==> config.mk <==
export PLATFORM = sky130hd
export DESIGN_NAME = onehot_encode_buf
export DESIGN_NICKNAME = d
export VERILOG_FILES = /design/src/rtl/onehot_encode_buf.sv
export SDC_FILE = /design/constraint.sdc
export NUM_CORES = 1
export LEC_CHECK = 0
export ABC_AREA = 1
export CAP_MARGIN = 30
export CELL_PAD_IN_SITES_DETAIL_PLACEMENT = 1
export CELL_PAD_IN_SITES_GLOBAL_PLACEMENT = 1
export CORE_MARGIN = 1.5
export CORE_UTILIZATION = 38
export CTS_CLUSTER_DIAMETER = 200
export DETAILED_ROUTE_END_ITERATION = 8
export PLACE_DENSITY = 0.95
export SYNTH_ARGS = -nofsm -noshare
export SYNTH_HDL_FRONTEND = slang
export SYNTH_SLANG_ARGS = --single-unit
==> constraint.sdc <==
create_clock -name clk -period 4.15 [get_ports clk]
set_clock_uncertainty 0.15 [all_clocks]
set_input_delay 0.415 -clock clk [delete_from_list [all_inputs] [get_ports clk]]
set_output_delay 0.415 -clock clk [all_outputs]
set_load 0.03 [all_outputs]
==> src/rtl/onehot_encode_buf.sv <==
// onehot_encode_buf: one-hot to binary encoder with error flag, 2-entry output FIFO and saturating error counter
module onehot_encode_buf #(
  parameter int CNT_W = 8
) (
  input  logic             clk,
  input  logic             rst_n,
  input  logic             clr,
  input  logic             in_valid,
  input  logic [3:0]       In,
  output logic             in_ready,
  output logic             out_valid,
  input  logic             out_ready,
  output logic [1:0]       Out,
  output logic             out_err,
  output logic [CNT_W-1:0] err_cnt
);
  localparam logic [1:0] EMPTY = 2'd0, ONE = 2'd1, FULL = 2'd2;
  logic [1:0] state;
  logic       rdy;
  logic [2:0] head, tail;
  logic [1:0] idx;
  logic       err, push, pop;
  always_comb begin
    idx = In[0] ? 2'd0 : In[1] ? 2'd1 : In[2] ? 2'd2 : In[3] ? 2'd3 : 2'd0;
    err = (In == 4'd0) || ((In & (In - 4'd1)) != 4'd0);
  end
  // rdy keeps in_ready low until the first edge after reset release
  assign in_ready  = rdy && state != FULL;
  assign out_valid = state != EMPTY;
  assign push      = in_valid && in_ready;
  assign pop       = out_valid && out_ready;
  assign Out       = out_valid ? head[2:1] : 2'd0;
  assign out_err   = out_valid && head[0];
  always_ff @(posedge clk or negedge rst_n) begin
    if (!rst_n) begin
      state   <= EMPTY;
      rdy     <= 1'b0;
      head    <= 3'd0;
      tail    <= 3'd0;
      err_cnt <= '0;
    end else begin
      rdy <= 1'b1;
      if (clr) begin
        state   <= EMPTY;
        err_cnt <= '0;
      end else begin
        state   <= push && !pop ? (state == EMPTY ? ONE : FULL) :
                   pop && !push ? (state == FULL ? ONE : EMPTY) : state;
        head    <= push && (state == EMPTY || (pop && state == ONE)) ? {idx, err} :
                   pop ? tail : head;
        tail    <= push && !pop && state == ONE ? {idx, err} : tail;
        err_cnt <= push && err && !(&err_cnt) ? err_cnt + CNT_W'(1) : err_cnt;
      end
    end
  end
endmodule
# == Yosys cells after proc, flatten, opt, wreduce, memory -nomap -nowiden ==
# Cells that the tools add are included.
# word_totals
input_bits,9
ff_bits,17
output_inout_bits,13
# op_classes
addsub,2
reduce_logical,26
bitwise,2
n_eq_ne,3
mux,14
# ops
op,count
2-bit 2-to-1 mux,9
8-bit 2-to-1 mux,2
1-bit logical AND,11
"8-bit by 1-bit adder with 8-bit output, second input constant",1
8-bit AND reduction,1
3-bit 2-to-1 mux,2
2-bit nonzero test,3
4-bit bitwise AND,1
4-bit zero test,1
2-bit AND reduction,2
4-bit nonzero test,1
"4-bit by 1-bit subtractor with 4-bit output, second input constant",1
1-bit zero test,3
3-bit nonzero test,1
"2-bit by 1-bit == test with 1-bit output, second input constant",1
"2-bit == test, second input constant",1
2-bit zero test,1
1-bit logical OR,2
"2-bit inequality test, second input constant",1
1-bit 2-to-1 mux,1
1-bit inverter,1

# == Logic depth before layout (Yosys ltp) ==
# Gate-level depths: netlist (run 1).
# depth
ltp_word,8
depth_mapped,9

# == Worst setup path before layout (run 1) ==
# Ideal clock, no wire load.
# synth_path
path_kind,register to register
startpoint,reg err_cnt[0]
endpoint,reg err_cnt[6]
t_arrival_ps,1412
path_slack_ps,2470
setup_time_ps,118
t_required_ps,3882
synth_period_minus_slack_ps,1680
stages_incl_launch_ff,9
cell_sequence,dfrtp_1 ha_1 nand2_1 nor2_1 a21oi_4 nand2_4 nand2_4 nand2_1 nand2_1
# synth_between
elab_chain_cells,4
elab_cells_between_ends,7
classes_between,1 x add/sub; 2 x mux; 4 x reduce/logical
# synth_lines
element,line_no,source
from (decl),15,output logic [CNT_W-1:0] err_cnt
from (signal assigned),52,err_cnt <= push && err && !(&err_cnt) ? err_cnt + CNT_W'(1) : err_cnt;
"parallel branches: the longest is 4 deep, another holds 8-bit by 1-bit adder with 8-bit output",n/a,
# Parallel ways; which one is timed is not known. The select of a mux whose other input is x is not followed.
# A chain may end at the register's enable or synchronous reset.

# == Final worst setup path (run 1) ==
# layout_path
startpoint,reg state[1]
endpoint,out out_err
# layout_between
elab_chain_cells,2
# layout_lines
element,line_no,source
from (decl),18,logic [1:0] state;
from (signal assigned),47,state <= push && !pop ? (state == EMPTY ? ONE : FULL) :
2-bit nonzero test,29,assign out_valid = state != EMPTY;
1-bit logical AND,33,assign out_err = out_valid && head[0];
to (decl),14,"output logic out_err,"
# Every way passes these cells.

==> results of run 1 <==
[cell type report]
class,instances,share of cell area (%)
multi-input cells,124,43.96
flip-flops and latches,17,30.88
repair buffers,21,15.26
inverters,19,5.177
well taps,31,2.816
clock buffers,4,1.907
[worst max-delay path: stages, from the launching register on]
cell and delay [ns]:
dfrtp_1 0.47, nor2_2 0.34, nor2_1 0.08, clkdlybuf4s50_1 0.61
[power by group through the flow]
stage	Clock, mW	Sequential (mW)	Combinational, mW
global route	0.104	0.196	0.101
finish	0.0924	0.193	0.0902
CTS	0.0956	0.193	0.0914
detailed placement	0	0.196	0.0908
floorplan	0	0.195	0.0564
global placement	0	0.195	0.0860
[flip-flops by register name, indices dropped and copies added (netlist names)]
| signal | count |
|---|---|
| rdy | 1 |
| state | 2 |
| tail | 3 |
| err_cnt | 8 |
| head | 3 |
[final timing paths]
kind	endpoint	startpoint	cells past startpoint	slack, ns
min	tail[1]$_DFFE_PN0P_	tail[1]$_DFFE_PN0P_	2	0.35
min in group asynchronous	err_cnt[6]$_DFFE_PN0P_	rst_n	1	0.41
max in group asynchronous	head[2]$_DFFE_PN0P_	rst_n	1	2.94
min reg2reg	tail[1]$_DFFE_PN0P_	tail[1]$_DFFE_PN0P_	2	0.35
max reg2reg	err_cnt[5]$_DFFE_PN0P_	err_cnt[0]$_DFFE_PN0P_	8	2.51
max	out_err	state[1]$_DFFE_PN0P_	3	1.78
[through the flow]
stage                     util, %  setup slack, ns  hold slack (ns)  instances  total power [mW]
final                       49.95            1.778           0.3505        216            0.3758
after global routing        49.95            1.708           0.3817        216            0.4011
after CTS                   49.95            1.787           0.3518        216            0.3804
after detailed placement    49.00            2.139           0.3200        212            0.2873
after global placement      49.00            2.192           0.3127        212            0.2814
after floorplan                 -            2.470         -0.03059        162            0.2518
[layer usage]
| layer | vias up | global-route usage [%] | share of wire (%) |
|---|---|---|---|
| met2 | 27 | 37.27 | 50 |
| met4 | 0 | 7.641 | 2.1 |
| li1 | 549 | - | - |
| met3 | 9 | 2.948 | 4.2 |
| met1 | 521 | 22.59 | 43 |
| met5 | - | 0 | 0 |
[cells in the final DEF, fill, tap and decap left out, drive strengths merged, types with 3 or more instances in the layout]
cell	n
nand4	3
inv	18
nand3	15
clkbuf	4
clkdlybuf4s50	21
o21ai	7
nand2	64
a21oi	4
nor2	25
dfrtp	17
[cell families after synthesis]
| kind of cell | Yosys count | share of synthesized area (%) |
|---|---|---|
| other | 1 | 0.3375 |
| AOI/OAI and AO/OA | 12 | 6.982 |
| xor gates and xnor gates | 2 | 1.577 |
| buffers and inverters | 21 | 7.206 |
| DFF | 17 | 38.29 |
| adders and majority gates | 1 | 1.126 |
| and+or+nand+nor | 108 | 44.48 |
==> summary.md, run 1 <==
| Metric | Value |
|---|---|
| Status | `finished, final reports clean` |
| Port-buffer cells | `21` |
| Synth area leaders | `dfrtp_1, nand2_1, nor2_1` |
| Critical Path RT | `3.59 ns` |
| Nets | `196` |
| Reg area | `425.4 sq um` |
| Leak pwr | `0.6753 nW` |
| Clk Tree Root Cell | `clkbuf_4` |
| Initial Util | `40.29%` |
| Residual DRC | `0` |
| Slew headroom | `47.25%` |
| Cell Area, Synth | `0.001111 sq mm` |
| Max rail drop VDD | `195.7 uV` |
| Core Rows | `19` |
| Combinational share of power | `24.0%` |
| Hold-fix buffer count after cts | `0` |
| Final critical-path share of the clock period | `57.15%` |
| Syn Nets | `172` |
| Vias/cell | `5.120` |
| Total of max-cap violations | `0` |
| Sequential area share after synthesis | `38.29%` |
| Wirelength per Cell | `13.09 microns` |
| Area of the multi-input gates | `605.6 sq um` |
| Most common cell in the netlist | `nand2_1` |
| Vias in the first global route | `1216` |
| Worst Max-Slew Pin Slew | `0.7888 ns` |
| Synth unique cells | `26` |
| Slew Viols, Final | `0` |
| Synth-to-Final Area Change | `23.99%` |
| Routed Antenna Nets | `0` |
| Ant diodes | `0` |
| P_sw | `122.3 uW` |
| Commonest cells in the netlist | `nand2_1, nor2_1, dfrtp_1, inv_1, nand3_1` |
| Final setup viols | `0` |
| Int Power | `253.4 uW` |
| All-Layer GR Usage | `19.91%` |
| Worst-skew pair later-pin latency | `0.30 ns` |
| Post_cts resized | `0` |
| Peak Freq | `421.7 MHz` |
| Die Wd | `57.07 microns` |
| Crit Path Max Fanout | `6` |
| Routability cong. | `0.8159` |
| Die Ht | `57.07 microns` |
| Drt initial violations | `12` |
| CP startpoint kind | `register` |
| Switching part of the total power | `32.55%` |
| First-pass GRT wire length | `5.223 mm` |
| Share of layout cells above drive strength 1 | `9.189%` |
| Clock tree sinks | `17` |
| Clock Power Share | `24.6%` |
| WP data arrival | `1.81 ns` |
| Asr flop ratio synth | `100.0%` |
| Max Root-Sink Buffers | `2` |
| DR pass1 iterations | `4` |
| Grt ovf | `0` |
| YS warnings | `0` |
| Largest net degree at the start of global routing | `18` |
| Area leader, netlist | `dfrtp_1` |
| Die Area | `0.003257 sq mm` |
| Count of state elements after synthesis | `17` |
| Core area | `0.002758 sq mm` |
| Synth top area share | `38.29%` |
| Cell count after synthesis | `162` |
| Total CTS buffers | `3` |
| Initial antenna violation count | `0` |
| RSZ-0062 raised after global routing | `false` |
| Dpl hpwl | `2.285 mm` |
| TritonCTS clock tree | `built` |
| CTS H-tree depth | `1` |
| Sequential share of power | `51.4%` |
| Design area | `0.001378 sq mm` |
| Post-Syn Area per Cell | `6.858 sq um` |
| PwrDens | `272.8 mW/mm^2` |
| Hold Crit Class | `reg2reg` |
| Worst Path Class, Setup | `reg2out` |
| Final Hold Fails | `0` |
| Clk pin slew, worst setup/hold paths | `0.11 ns` |
| Total negative slack | `0 ns` |
| Worst Setup End Kind | `output pin` |
| Vias | `1106` |
| Routed WL | `2.827 mm` |
| Placed inst area | `0.001351 sq mm` |
| EDFF count, synth | `0` |
| Fin crit period | `2.372 ns` |
| Dominant synthesized flop cell | `dfrtp_1` |
| Top-level I/O count | `22` |
| Filler cell count | `371` |
| # Post-CTS Setup Buffers | `0` |
Note: power is estimated with default switching activity, not from simulation.
==> run 2: changes to the inputs <==
Settings changed: CORE_UTILIZATION 38 to 32, PLACE_DENSITY 0.95 to 0.86.
Clock period 4.15 ns to 2 ns, I/O delays scaled along.
==> run 2 against run 1 <==
Against the previous run:
- clock power grew 110%
- clock-buffer cell count shrank 1
- global-route usage down 2.6 points
- sequential power increased by 110%
- design area is 3.3% higher
- first-iteration DRC count rose to 3.9 times the previous value
- combinational power rose by 110%
- critical path depth shrank 2
- critical endpoint is now err_cnt[4]
==> summary.md, run 2 (same netlist as run 1, synthesis figures left out) <==
| Metric | Value |
|---|---|
| Hold Crit Class | `in2async` |
| DP Cell Count | `230 (+8.5%)` |
| Synth-to-Final Area Change | `28.04%` |
| Clock tree sinks | `17 (unchanged)` |
| Largest registers | `err_cnt (8), head (3), tail (3)` |
| Critical Path RT | `1.65 ns (-1.94 ns)` |
| Peak Freq | `543.7 MHz` |
| Total of max-cap violations | `0 (unchanged)` |
| Vias | `1065 (-3.7%)` |
| CP top delay family | `buffers and inverters` |
| Die Wd | `61.93 microns (+8.5%)` |
| Hold-fix buffer count after cts | `0 (unchanged)` |
| Routed WL | `2.718 mm (-3.9%)` |
| Crit path largest cell delay | `0.71 ns (+0.10 ns)` |
| P_sw | `258.7 uW (+110%)` |
| Max rail drop VDD | `203.2 uV (+3.9%)` |
| Max Root-Sink Buffers | `2 (unchanged)` |
| Final non-filler cell total | `234 (+8.3%)` |
| WP data arrival | `1.49 ns (-0.32 ns)` |
| Largest net degree at the start of global routing | `18 (unchanged)` |
| PwrDens | `550.0 mW/mm^2 (+100%)` |
| Critical path buffers and inverters | `1 (unchanged)` |
| Top-level I/O count | `22 (unchanged)` |
| Core area | `0.003337 sq mm (+21%)` |
| Final critical-path share of the clock period | `91.96%` |
| Core Rows | `21 (+2)` |
| Combinational share of power | `23.9% (about the same)` |
| Met1 Use GR | `24.17% (+1.6 points)` |
| Crit Path Max Fanout | `5 (-1)` |
| Cell depth of the worst flop-to-flop path | `8 (unchanged)` |
| Routability cong. | `0.8459 (+3.7%)` |
| Post_cts resized | `5 (+5)` |
| Port-buffer cells | `21 (unchanged)` |
| TritonCTS clock tree | `built` |
| Ant diodes | `0 (unchanged)` |
| First-pass GRT wire length | `4.871 mm (-6.7%)` |
| Share of layout cells above drive strength 1 | `11.17% (+2.0 points)` |
| Drt initial violations | `47 (+35)` |
| RSZ-0062 raised after global routing | `false` |
| All-Layer GR Usage | `17.30% (-2.6 points)` |
| Worst Setup End Kind | `output pin` |
| Worst-skew pair later-pin latency | `0.31 ns (about the same)` |
| Routed Antenna Nets | `0 (unchanged)` |
| CP startpoint kind | `register` |
| # Post-CTS Setup Buffers | `0 (unchanged)` |
| Status | `finished, final reports clean` |
| Die Ht | `61.93 microns (+8.5%)` |
| Initial Util | `33.30% (-7.0 points)` |
| Dpl hpwl | `2.085 mm (-8.7%)` |
| Met3 Usage GRT | `2.484% (-0.46 points)` |
| Total CTS buffers | `3 (unchanged)` |
| Vias in the first global route | `1070 (-12%)` |
| Clk Tree Root Cell | `clkbuf_4` |
| Most common cell after layout, fill and taps aside | `nand2_1` |
| Residual DRC | `0 (unchanged)` |
| Nets | `199 (+1.5%)` |
| Slew Viols, Final | `0 (unchanged)` |
| Initial antenna violation count | `0 (unchanged)` |
| CTS H-tree depth | `1 (unchanged)` |
| Most frequent cells in the layout | `nand2_1, nor2_1, dfrtp_1` |
| Final setup viols | `0 (unchanged)` |
| Clock Power Share | `24.9% (+0.3 points)` |
| Filler cell count | `452 (+22%)` |
| Die Area | `0.003835 sq mm (+18%)` |
| Int Power | `523.7 uW (+110%)` |
| Biggest register | `err_cnt` |
| Max reg flops | `8 (unchanged)` |
| Sequential share of power | `51.2% (-0.2 points)` |
| Global routing usage on met2 | `27.67% (-9.6 points)` |
| Worst Path Class, Setup | `reg2out` |
| Clk pin slew, worst setup/hold paths | `0.11 ns (about the same)` |
| RR Startpoint | `err_cnt[0]$_DFFE_PN0P_` |
| Total negative slack | `0 ns (unchanged)` |
| Fin crit period | `1.839 ns` |
| Worst path slowest cell | `clkdlybuf4s50_1` |
| Global routing's busiest layer | `met2` |
| Vias/cell | `4.551 (-11%)` |
| Final Hold Fails | `0 (unchanged)` |
| DR pass1 iterations | `4 (unchanged)` |
| Reg2reg setup slack | `0.35 ns (-2.16 ns)` |
| Wirelength per Cell | `11.62 microns (-11%)` |
| Reg2Reg Capture Point | `err_cnt[3]$_DFFE_PN0P_` |
| CP Cell Sequence | `clkdlybuf4s50_1` |
| Grt ovf | `0 (unchanged)` |
| Leak pwr | `0.7255 nW (+7.4%)` |
| Switching part of the total power | `33.06% (+0.51 points)` |
run 2: area by class of cell:
type | instances | area (sq um) | share of cell area (%)
multi-input combinational | 124 | 610.6 | 42.92
timing repair buffer | 24 | 230.2 | 16.18
inverter | 19 | 71.32 | 5.013
sequential | 17 | 425.4 | 29.90
tap | 46 | 57.56 | 4.046
clock buffer | 3 | 22.52 | 1.583
clock inverter | 1 | 5.005 | 0.3518
run 2: metrics by stage:
stage               hold WS (ns)  setup slack [ns]  utilization, %  power (mW)  instance area, sq um
floorplan                -0.2456            0.3200               -      0.5225                  1111
global route             0.08690           0.09584           42.63      0.8368                  1423
detailed placement        0.3151            0.2261           41.73      0.5988                  1393
CTS                      0.06681          0.003244           42.56      0.7895                  1420
finish                   0.05322            0.1608           42.63      0.7824                  1423
global placement          0.3151            0.2518           41.73      0.5912                  1393
run 2: metal layers:
metal	up-vias	part of all wire (%)
met5	-	0
met4	0	1.1
met3	4	2.4
met2	16	47
met1	488	50
li1	557	-
run 2: power groups by stage:
stage	logic, mW	clock network, mW	registers, mW
6_report	0.187	0.195	0.401
4_1_cts	0.191	0.198	0.401
3_5_place_dp	0.192	0	0.407
2_1_floorplan	0.117	0	0.405
3_3_place_gp	0.185	0	0.406
5_1_grt	0.216	0.214	0.407
run 2: worst max path at each step:
stage	start	endpoint	cells after the start
6_report	err_cnt[4]$_DFFE_PN0P_	err_cnt[4]	1
5_1_grt	err_cnt[6]$_DFFE_PN0P_	err_cnt[6]	1
4_1_cts	state[1]$_DFFE_PN0P_	out_valid	3
3_5_place_dp	In[0]	err_cnt[6]$_DFFE_PN0P_	8
3_3_place_gp	state[1]$_DFFE_PN0P_	out_err	3
2_1_floorplan	err_cnt[0]$_DFFE_PN0P_	err_cnt[6]$_DFFE_PN0P_	8
